[src/rtl/counter_cmd_sequencer.sv]
// Command front-end for the loadable up-counter: debounces two push-buttons and
// sequences count runs or a two-nibble load of the switch byte.

module counter_cmd_debounce #(
  parameter int DEBOUNCE_CYCLES = 4
) (
  input  logic i_clk,
  input  logic i_reset_n,
  input  logic i_btn_n,
  output logic o_press
);
  localparam int CW = $clog2(DEBOUNCE_CYCLES + 1);

  logic [1:0]    sync_q;
  logic          stable_q;
  logic [CW-1:0] cnt_q;
  logic          flip;

  // This edge is the DEBOUNCE_CYCLES-th consecutive disagreement.
  assign flip = (sync_q[1] != stable_q) && (cnt_q == CW'(DEBOUNCE_CYCLES - 1));

  always_ff @(posedge i_clk or negedge i_reset_n) begin
    if (!i_reset_n) begin
      sync_q   <= 2'b11;
      stable_q <= 1'b1;
      cnt_q    <= '0;
      o_press  <= 1'b0;
    end else begin
      sync_q  <= {sync_q[0], i_btn_n};
      o_press <= flip && stable_q;
      if (sync_q[1] == stable_q) begin
        cnt_q <= '0;
      end else if (flip) begin
        cnt_q    <= '0;
        stable_q <= ~stable_q;
      end else begin
        cnt_q <= cnt_q + CW'(1);
      end
    end
  end
endmodule

module counter_cmd_sequencer #(
  parameter int DEBOUNCE_CYCLES = 4,
  parameter int RUN_LENGTH      = 15
) (
  input  logic       i_clk,
  input  logic       i_reset_n,
  input  logic       i_btn_count_n,
  input  logic       i_btn_load_n,
  input  logic [7:0] i_switches,
  output logic       o_cnt_enable_n,
  output logic       o_ld_enable_n,
  output logic [3:0] o_load,
  output logic       o_busy
);
  localparam int NUM_BTN = 2;
  localparam int RW      = (RUN_LENGTH > 1) ? $clog2(RUN_LENGTH) : 1;

  typedef enum logic [1:0] {IDLE, COUNT, LOAD_LO, LOAD_HI} state_t;

  logic [NUM_BTN-1:0] btn_n, press;   // [0] count, [1] load
  assign btn_n = {i_btn_load_n, i_btn_count_n};

  for (genvar g = 0; g < NUM_BTN; g++) begin : g_btn
    counter_cmd_debounce #(.DEBOUNCE_CYCLES(DEBOUNCE_CYCLES)) u_db (
      .i_clk     (i_clk),
      .i_reset_n (i_reset_n),
      .i_btn_n   (btn_n[g]),
      .o_press   (press[g])
    );
  end

  state_t        state_q, state_d;
  logic [RW-1:0] run_q, run_d;
  logic [7:0]    ld_byte_q, ld_byte_d;
  logic          cnt_en_n_d, ld_en_n_d, busy_d;
  logic [3:0]    load_d;

  always_comb begin
    state_d   = state_q;
    run_d     = run_q;
    ld_byte_d = ld_byte_q;
    case (state_q)
      IDLE: begin
        // Load has priority; a coincident count press is simply lost.
        if (press[1]) begin
          state_d   = LOAD_LO;
          ld_byte_d = i_switches;
        end else if (press[0]) begin
          state_d = COUNT;
          run_d   = RW'(RUN_LENGTH - 1);
        end
      end
      COUNT: begin
        if (run_q == '0) state_d = IDLE;
        else             run_d   = run_q - RW'(1);
      end
      LOAD_LO: state_d = LOAD_HI;
      LOAD_HI: state_d = IDLE;
      default: state_d = IDLE;
    endcase

    // Outputs decoded from the next state so they can be registered.
    cnt_en_n_d = 1'b1;
    ld_en_n_d  = 1'b1;
    load_d     = 4'h0;
    busy_d     = 1'b0;
    case (state_d)
      COUNT:   begin cnt_en_n_d = 1'b0; busy_d = 1'b1; end
      LOAD_LO: begin ld_en_n_d = 1'b0; load_d = ld_byte_d[3:0]; busy_d = 1'b1; end
      LOAD_HI: begin ld_en_n_d = 1'b0; load_d = ld_byte_d[7:4]; busy_d = 1'b1; end
      default: ;
    endcase
  end

  always_ff @(posedge i_clk or negedge i_reset_n) begin
    if (!i_reset_n) begin
      state_q        <= IDLE;
      run_q          <= '0;
      ld_byte_q      <= '0;
      o_cnt_enable_n <= 1'b1;
      o_ld_enable_n  <= 1'b1;
      o_load         <= 4'h0;
      o_busy         <= 1'b0;
    end else begin
      state_q        <= state_d;
      run_q          <= run_d;
      ld_byte_q      <= ld_byte_d;
      o_cnt_enable_n <= cnt_en_n_d;
      o_ld_enable_n  <= ld_en_n_d;
      o_load         <= load_d;
      o_busy         <= busy_d;
    end
  end
endmodule

[config.mk]
export PLATFORM = sky130hd
export DESIGN_NAME = counter_cmd_sequencer
export DESIGN_NICKNAME = d
export VERILOG_FILES = /design/src/rtl/counter_cmd_sequencer.sv
export SDC_FILE = /design/constraint.sdc
export NUM_CORES = 1
export LEC_CHECK = 0
export ABC_AREA = 1
export BUFFER_PORTS_ARGS = -buffer_cell sky130_fd_sc_hd__buf_2
export CAP_MARGIN = 25
export CORE_AREA = 2 2 69 71
export CTS_BUF_LIST = sky130_fd_sc_hd__clkbuf_2 sky130_fd_sc_hd__clkbuf_4 sky130_fd_sc_hd__clkbuf_8
export DETAILED_ROUTE_END_ITERATION = 6
export DIE_AREA = 0 0 71 73
export PLACE_DENSITY = 0.53
export REMOVE_ABC_BUFFERS = 1
export SLEW_MARGIN = 40
export SYNTH_ARGS = -nofsm -noshare
export SYNTH_HDL_FRONTEND = slang
export SYNTH_SLANG_ARGS = --single-unit
export TNS_END_PERCENT = 30
[constraint.sdc]
create_clock -name i_clk -period 1.8 [get_ports i_clk]
set_clock_uncertainty 0.1 [all_clocks]
set_input_delay 0.36 -clock i_clk [delete_from_list [all_inputs] [get_ports i_clk]]
set_output_delay 0.36 -clock i_clk [all_outputs]
set_load 0.01 [all_outputs]
==> flow_summary.ini <==
[placement]
dp_hpwl_mm = 1.46
port_buffers = 18
gp_congestion = 0.748
place_area_um2 = 1420

[timing]
period_minus_slack_ns = 1.38
fmax_ghz = 0.723
drv_slew = 0
hold_viol = 0
timing.final.crit_share = 0.769
finalSetupTns_ns = 0
worst_pin_slew_ns = 0.658
rsz0062_at_grt = false
slew_headroom = 0.561
setup-violations-final = 0

[grt]
antenna_found_initial = 0
grt_max_degree = 32
grt.overflow.total = 0
first_global_vias = 855
grt_usage = 0.0893
grt_first_pass_wirelength_mm = 3.51

[worst_setup_path]
cpMaxStageDelayCell = dfrtp_1
worstSetupStartpointType = flip-flop
r2r_slack_ns = 0.42
critPathMaxFanout = 5
r2r_end = run_q[1]
path_delay_family = simple AND/OR/NAND/NOR gates
endpoint_kind = flip-flop
cp_cell_sequence = inv_1, ha_1, nand3_1, nand2_4, nand2_4, nand2_1, o21ai_2
critPathKind = flip-flop to flip-flop
r2r_start = run_q[0]
slowest_delay_ns = 0.36
critPathCapture = run_q[1]
cp-startpoint = run_q[0]
path_depth = 7
arrival_ns = 1.45
crit_required_ns = 1.87
crit_path_frequent_cell = nand2_4
worstRegToRegCells = 7
crit_buf_inv = 1

[synthesis]
yosys.area.top_type = dfrtp_1
synth_edf_count = 0
ys_types = 22
ys.flop_type = dfrtp_1
synth_area_per_cell_um2 = 10.8
ys_seq_area_frac = 0.612
synth_seq_cells = 31
synth_area_um2 = 1280
yosysWarnings = 0
ys_top_cells_by_area = dfrtp_1 45%, dfstp_2 16%, inv_1 5.6%, nand2_1 5.3%, nand3_1 3.9%
synth_top_area_share = 0.448
syn_inst = 119
synthArstFlopShare = 1.00

[layout]
drive_above_1_share = 0.322
final_cell_mix = 23 x dfrtp_1, 19 x inv_1, 18 x nand2_1, 18 x buf_2, 10 x nand3_1
fin_util = 0.333
area_growth_pct = 17.6
stdcell_area_um2 = 1510
nets = 157
layout_commonest_cell = dfrtp_1
antenna_cells = 0

[clock_tree]
post_cts_buffers = 0
cts_resized = 0
cts-root-buf = clkbuf_8
cts_hold_buffers = 0
numCtsBuffers = 5
htreeDepth = 2
clock_latency_ns = 0.27
cts_tree = built
cts.sinks = 31
path_clk_slew_ns = 0.06
clockBufferDepth = 2

[floorplan]
fp.dieH_um = 73
fp.dieW_um = 71
ios = 19
fp-row-count = 25
core_area_um2 = 4540
die_area_um2 = 5180
start_util = 0.283

[routing]
route.detailed.drc = 0
wire_per_inst_um = 10.1
via_per_inst = 4.19
drt_iter0_drc = 36
ant_nets = 0
wl_mm = 1.99
drtPass1Iterations = 4
num_vias = 826

[min_path]
hp-class = primary input to async pin

[power]
p_per_area_nw_per_um2 = 1520
peakVddDrop_mv = 0.532
p_leak_nw = 0.758

[status]
status = complete, no violations

[run]
cap_violations = 0
[power by group]
group	total, mW	internal, mW	leakage, nW	switching (mW)
sequential	1.08	0.945	0.377	0.136
combinational	0.675	0.276	0.331	0.399
clock	0.539	0.319	0.0498	0.220
[stage by stage]
step | setup slack [ns] | hold slack (ns) | std cells | total power, mW
CTS | 0.415 | 0.0366 | 197 | 2.33
global placement | 0.515 | 0.248 | 189 | 1.73
global route | 0.340 | 0.0602 | 197 | 2.48
detailed placement | 0.430 | 0.249 | 189 | 1.77
floorplan | 0.548 | -0.0356 | 117 | 1.58
finish | 0.416 | 0.0171 | 197 | 2.29
[routing by layer]
layer  wire length [um]  track usage  vias to the layer above
met5                  0            0                        -
met4                 18       0.0503                        0
met1                851       0.0929                      384
met2                999        0.146                       23
li1                   -            -                      417
met3                121       0.0456                        2
[worst min-delay path by stage]
| stage | from | end | depth (start not counted) |
|---|---|---|---|
| CTS | i_reset_n | state_q[1] | 1 |
| detailed placement | g_btn[0].u_db.sync_q[0] | g_btn[0].u_db.sync_q[1] | 0 |
| global placement | g_btn[0].u_db.sync_q[0] | g_btn[0].u_db.sync_q[1] | 0 |
| floorplan | i_reset_n | g_btn[0].u_db.cnt_q[0] | 0 |
| global route | i_reset_n | g_btn[0].u_db.cnt_q[2] | 1 |
| finish | i_reset_n | g_btn[1].u_db.cnt_q[0] | 1 |
[logic make-up (layout without fill, tap and decap cells)]
logic type      count (synthesis)  in the layout  synth area share
simple gates                   46             46             0.196
flops                          31             31             0.612
buf+inv                        23             47            0.0789
compound gates                 14             14            0.0702
fa+ha+maj                       3              3            0.0292
xor+xnor                        2              2            0.0136
[cell type report]
type	count	area, um^2
clock buffer	8	91.3
tap	54	67.6
fill	468	3030
inverter	21	78.8
multi-input combinational	65	397
sequential	31	786
timing repair buffer	18	90.1
[sequential cells by signal, summed over array words and instances (netlist names), 2 cells and up]
signal,flops
g_btn.u_db.cnt_q,6
g_btn.u_db.sync_q,4
ld_byte_q,4
o_load,4
run_q,4
g_btn.u_db.o_press,2
g_btn.u_db.stable_q,2
state_q,2
[cell usage after synthesis, types with 2 or more instances]
cell type	number
nand2_4	3
xnor2_1	2
nor2_1	6
o21ai_0	6
dfstp_2	8
dfrtp_1	23
nor3_1	2
buf_6	2
nand3_1	10
inv_2	2
nor3b_1	3
nand2_1	18
o21ai_2	5
inv_1	19
ha_1	3
Power figures use the tool's default switching activity.
